### config.mk
export PLATFORM = sky130hd
export DESIGN_NAME = uart_parity_tx
export DESIGN_NICKNAME = d
export VERILOG_FILES = /design/src/rtl/uart_pkg.sv /design/src/rtl/baud_tick_gen.sv /design/src/rtl/uart_parity_tx.sv
export SDC_FILE = /design/constraint.sdc
export NUM_CORES = 1
export LEC_CHECK = 0
export CAP_MARGIN = 20
export CELL_PAD_IN_SITES_DETAIL_PLACEMENT = 1
export CELL_PAD_IN_SITES_GLOBAL_PLACEMENT = 2
export CORE_MARGIN = 4
export CORE_UTILIZATION = 37
export CTS_CLUSTER_DIAMETER = 200
export DETAILED_ROUTE_END_ITERATION = 8
export PLACE_DENSITY = 0.86
export SYNTH_ARGS = -nofsm -noshare
export SYNTH_HDL_FRONTEND = slang
export SYNTH_SLANG_ARGS = --single-unit
### constraint.sdc
create_clock -name clk_i -period 6.1 [get_ports clk_i]
set_input_delay 1.83 -clock clk_i [delete_from_list [all_inputs] [get_ports clk_i]]
set_output_delay 1.83 -clock clk_i [all_outputs]
set_load 0.02 [all_outputs]
### src/rtl/uart_pkg.sv
// Shared types and helpers for the parity-framed UART transmitter.
// Frame on the line: start, 8 data bits LSB-first, parity, stop.
package uart_pkg;

    typedef enum logic [2:0] {
        IDLE   = 3'd0,
        START  = 3'd1,
        DATA   = 3'd2,
        PARITY = 3'd3,
        STOP   = 3'd4
    } tx_state_t;

    localparam int FRAME_BITS = 11;
    localparam int DATA_BITS  = 8;

    // Even parity makes the count of ones in data+parity even; odd makes it odd.
    function automatic logic par(input logic [DATA_BITS-1:0] data, input logic odd);
        return odd ? ~^data : ^data;
    endfunction

endpackage

### src/rtl/baud_tick_gen.sv
// Free-running bit-period counter: tick_o marks the last cycle of each bit.
// clr_i pins the count at zero so a new frame starts on a full bit period.
module baud_tick_gen #(
    parameter int CLKS_PER_BIT = 10
) (
    input  logic clk_i,
    input  logic rst_i,
    input  logic clr_i,
    output logic tick_o
);

    localparam int CW = (CLKS_PER_BIT > 1) ? $clog2(CLKS_PER_BIT) : 1;
    localparam logic [CW-1:0] LAST = CW'(CLKS_PER_BIT - 1);

    logic [CW-1:0] cnt_q;

    always_ff @(posedge clk_i) begin
        if (rst_i || clr_i) begin
            cnt_q <= '0;
        end else if (cnt_q == LAST) begin
            cnt_q <= '0;
        end else begin
            cnt_q <= cnt_q + CW'(1);
        end
    end

    assign tick_o = (cnt_q == LAST);

endmodule

### src/rtl/uart_parity_tx.sv
// Parity-framing serial transmitter. Accepts a word when idle, then drives
// start/data/parity/stop on a registered, glitch-free txd_o.
//
// Handshake: start_i is level-sampled; a word is accepted on any rising edge
// where start_i=1 and the block is idle (busy_o=0, including the done_o cycle).
// While busy_o=1, start_i and data_i are ignored and nothing is queued.
module uart_parity_tx
    import uart_pkg::*;
#(
    parameter int CLK_HZ     = 50_000_000,
    parameter int BAUD       = 9600,
    parameter int PARITY_ODD = 0
) (
    input  logic       clk_i,
    input  logic       rst_i,
    input  logic [7:0] data_i,
    input  logic       start_i,
    output logic       busy_o,
    output logic       done_o,
    output logic       txd_o,
    output logic [2:0] dbg_state_o
);

    localparam int CLKS_PER_BIT = CLK_HZ / BAUD;

    if (CLKS_PER_BIT < 2) begin : g_bad_baud
        $error("uart_parity_tx: CLK_HZ/BAUD must be at least 2");
    end

    tx_state_t      state_q, state_d;
    logic [7:0]     data_q, data_d;
    logic           par_q, par_d;
    logic [2:0]     bit_q, bit_d;
    logic           txd_q, txd_d;
    logic           done_q, done_d;
    logic           tick;
    logic           baud_clr;

    // Holding the counter clear while idle makes the accept edge restart it.
    assign baud_clr = (state_q == IDLE);

    baud_tick_gen #(
        .CLKS_PER_BIT(CLKS_PER_BIT)
    ) u_baud (
        .clk_i (clk_i),
        .rst_i (rst_i),
        .clr_i (baud_clr),
        .tick_o(tick)
    );

    always_ff @(posedge clk_i) begin
        if (rst_i) begin
            state_q <= IDLE;
            data_q  <= '0;
            par_q   <= 1'b0;
            bit_q   <= '0;
            txd_q   <= 1'b1;
            done_q  <= 1'b0;
        end else begin
            state_q <= state_d;
            data_q  <= data_d;
            par_q   <= par_d;
            bit_q   <= bit_d;
            txd_q   <= txd_d;
            done_q  <= done_d;
        end
    end

    always_comb begin
        state_d = state_q;
        data_d  = data_q;
        par_d   = par_q;
        bit_d   = bit_q;
        case (state_q)
            IDLE: begin
                if (start_i) begin
                    state_d = START;
                    data_d  = data_i;
                    par_d   = par(data_i, PARITY_ODD != 0);
                    bit_d   = '0;
                end
            end
            START: begin
                if (tick) begin
                    state_d = DATA;
                    bit_d   = '0;
                end
            end
            DATA: begin
                if (tick) begin
                    if (bit_q == 3'd7) begin
                        state_d = PARITY;
                        bit_d   = '0;
                    end else begin
                        bit_d = bit_q + 3'd1;
                    end
                end
            end
            PARITY: begin
                if (tick) state_d = STOP;
            end
            STOP: begin
                if (tick) state_d = IDLE;
            end
            default: state_d = IDLE;
        endcase
    end

    // Line level is decoded from the next state so the pin register changes
    // on the same edge as the state.
    always_comb begin
        txd_d = 1'b1;
        case (state_d)
            IDLE:    txd_d = 1'b1;
            START:   txd_d = 1'b0;
            DATA:    txd_d = data_d[bit_d];
            PARITY:  txd_d = par_d;
            STOP:    txd_d = 1'b1;
            default: txd_d = 1'b1;
        endcase
        done_d      = (state_q == STOP) && tick;
        busy_o      = (state_q != IDLE);
        done_o      = done_q;
        txd_o       = txd_q;
        dbg_state_o = state_q;
    end

endmodule

==> results.json <==
{
  "drc": 0,
  "drtIter0Drc": 98,
  "avgSynthCellArea_um2": 8.68,
  "yosys_register_bits": 30,
  "final_max_slew_viol_count": 0,
  "crit_type": "in -> reg",
  "synth-xor-area-share_pct": 10.5,
  "setup_viol": 0,
  "clk-insertion-delay-late_ns": 0.28,
  "postRouteAntennaNets": 0,
  "routed_via_density": 5.62,
  "placed_area_mm2": 0.00183,
  "ir_drop_mv": 0.112,
  "worst_slew_pin_slew_ns": 0.664,
  "hold_viol_final": 0,
  "min-delay-path-class": "reg -> reg",
  "avgRoutedWirePerCell_um": 16.0,
  "synth_ff_type": "dfxtp_1",
  "cts_made_buffers": 5,
  "finalSetupTns_ns": 0,
  "synth-compound-area-share_pct": 15.3,
  "status": "completed",
  "drive_above_1_share_pct": 12.1,
  "cts_hold_buf": 0,
  "vias": 1450,
  "synth_mux_area_share_pct": 0,
  "grt_use_total_pct": 16.0,
  "fin_ws_ns": 2.24,
  "grt_setup_unrepaired": "false",
  "synthSimpleGateAreaFrac_pct": 31.1,
  "synth.most_common_cell": "dfxtp_1",
  "synthDistinctLibCells": 52,
  "area_growth_pct": 14.7,
  "diodes": 0,
  "drt_wl_total_um": 4120,
  "htree_levels": 2,
  "yosys.area.top_type_share_pct": 35.8,
  "synth_top_area_cell": "dfxtp_1",
  "cts_setup_buffers": 0,
  "cts_num_sinks": 30,
  "critPathCaptureType": "flop",
  "required_ns": 6.31,
  "power_uw": 412,
  "path_max_fanout": 15,
  "gp_congestion": 0.830,
  "synth_area_mm2": 0.00168,
  "io_buffer_count": 16,
  "fin_cells": 258,
  "min_period_ns": 3.86,
  "final_cell_area_mm2": 0.00192,
  "arrival_ns": 4.07,
  "synth_cells": 193,
  "skew_ns": 0.00539,
  "post_cts_resized": 0,
  "clkSlewWorstSetupHoldPaths_ns": 0.06,
  "grt_max_degree": 19,
  "fill_cells": 520,
  "clk_path_buf_depth": 2,
  "fmax_mhz": 259,
  "start_kind": "input port",
  "synth-async-reset-ratio_pct": 0,
  "synth_adder_area_share_pct": 2.24,
  "ys_warn_count": 0,
  "antenna_found_initial": 0,
  "timing.final.crit_share_pct": 63.3,
  "syn_nets": 207,
  "synth_area_leaders": "dfxtp_1, xnor2_1, nor2_1, nand2_1, xor2_1",
  "synth_top_family_by_area": "simple AND/OR/NAND/NOR gates",
  "final_net_count": 219,
  "die_height_um": 75.3,
  "grt_pass1_vias": 1438,
  "pre_cts_ws_ns": 1.95,
  "maxCapViolCount": 0,
  "core_area_mm2": 0.00435,
  "die_x_um": 75.3,
  "synthTopCellsByCount": "dfxtp_1, nor2_1, nand2_1",
  "dpl.cell_count": 250,
  "slew_headroom_pct": 55.6,
  "ios": 17,
  "grt_first_pass_wirelength_um": 6930,
  "die_area_mm2": 0.00567,
  "synth-edff-count": 0,
  "seq_area_frac_synth_pct": 35.8,
  "power_density_mw_per_mm2": 215,
  "place_hpwl_um": 2990,
  "dr.pass1.iters": 4,
  "cts_tree": "yes",
  "row_count": 24,
  "grt_overflow_total": 0,
  "cellLeakagePower_uw": 0.000653,
  "cts-root-buf": "clkbuf_8",
  "initial_core_util_pct": 38.5
}
## flip-flops by register name, summed over array words and instances, names as in the netlist
name and cells:
dbg_state_o 3, txd_o 1, u_baud.cnt_q 13, bit_q 3, data_q 8, par_q 1, done_o 1
## path summary, 6_finish.rpt
path | startpoint | end | slack [ns] | depth (start not counted)
worst min-delay path | u_baud.cnt_q[0]$_SDFF_PP0_ | u_baud.cnt_q[0]$_SDFF_PP0_ | 0.45 | 1
worst max register to register | dbg_state_o[0]$_SDFF_PP0_ | txd_o$_SDFF_PP1_ | 3.73 | 5
worst max-delay path | start_i | txd_o$_SDFF_PP1_ | 2.24 | 6
worst min register to register | u_baud.cnt_q[0]$_SDFF_PP0_ | u_baud.cnt_q[0]$_SDFF_PP0_ | 0.45 | 1
## worst max-delay path, stage by stage
cell	delay, ns
clkdlybuf4s50_1	0.52
or4b_1	0.73
a211oi_1	0.34
o221ai_1	0.15
o31a_1	0.33
a41oi_2	0.16
## routing by layer
layer / wire length [µm] / up-vias / track usage [%] / share of wire [%]
met5: 0 / - / 0 / 0
met3: 181 / 7 / 3.83 / 4.4
met4: 63 / 0 / 6.02 / 1.5
met2: 1860 / 28 / 23.9 / 45
li1: - / 715 / - / -
met1: 2010 / 700 / 22.5 / 49
## logic make-up (layout without fill, tap and decap cells)
group / after synthesis / in the layout
xor gates and xnor gates: 20 / 20
and+or+nand+nor: 90 / 90
DFF: 30 / 30
AOI/OAI and AO/OA: 35 / 35
adders and majority gates: 3 / 3
buffers and inverters: 15 / 28
## through the flow
step / hold WS, ns / utilization, %
6_report: 0.448 / 44.1
4_1_cts: 0.451 / 44.1
2_1_floorplan: 0.418 / -
3_3_place_gp: 0.426 / 42.0
5_1_grt: 0.476 / 44.1
3_5_place_dp: 0.439 / 42.0
## placed cells by master (no fill, tap or decap), types with 3 or more instances in the layout
cell type / synthesis / layout
inv_1: 4 / 4
o21ai_0: 5 / 5
clkdlybuf4s50_1: 0 / 16
ha_1: 3 / 3
dfxtp_1: 30 / 30
nand4_1: 3 / 3
nor3_1: 6 / 6
nand3_1: 10 / 10
and4bb_2: 3 / 3
clkbuf_8: 1 / 6
a21oi_1: 10 / 10
nand2_1: 22 / 22
xnor2_1: 14 / 14
a211oi_1: 3 / 3
and3_1: 4 / 4
nor2_1: 24 / 24
xor2_1: 6 / 6
## power breakdown
part	internal, µW	switching, µW
Combinational	20.4	22.2
Clock	90.8	72.9
Sequential	201	4.64
Total	313	99.8
## area by class of cell
| type | instances | area (µm²) | share of cell area (%) |
|---|---|---|---|
| multi-input combinational | 148 | 990 | 51.5 |
| sequential | 30 | 601 | 31.3 |
| timing repair buffer | 16 | 160 | 8.33 |
| clock buffer | 7 | 86.3 | 4.49 |
| tap | 52 | 65.1 | 3.39 |
| inverter | 4 | 15.0 | 0.781 |
| clock inverter | 1 | 5.00 | 0.260 |
Power figures use the tool's default switching activity.
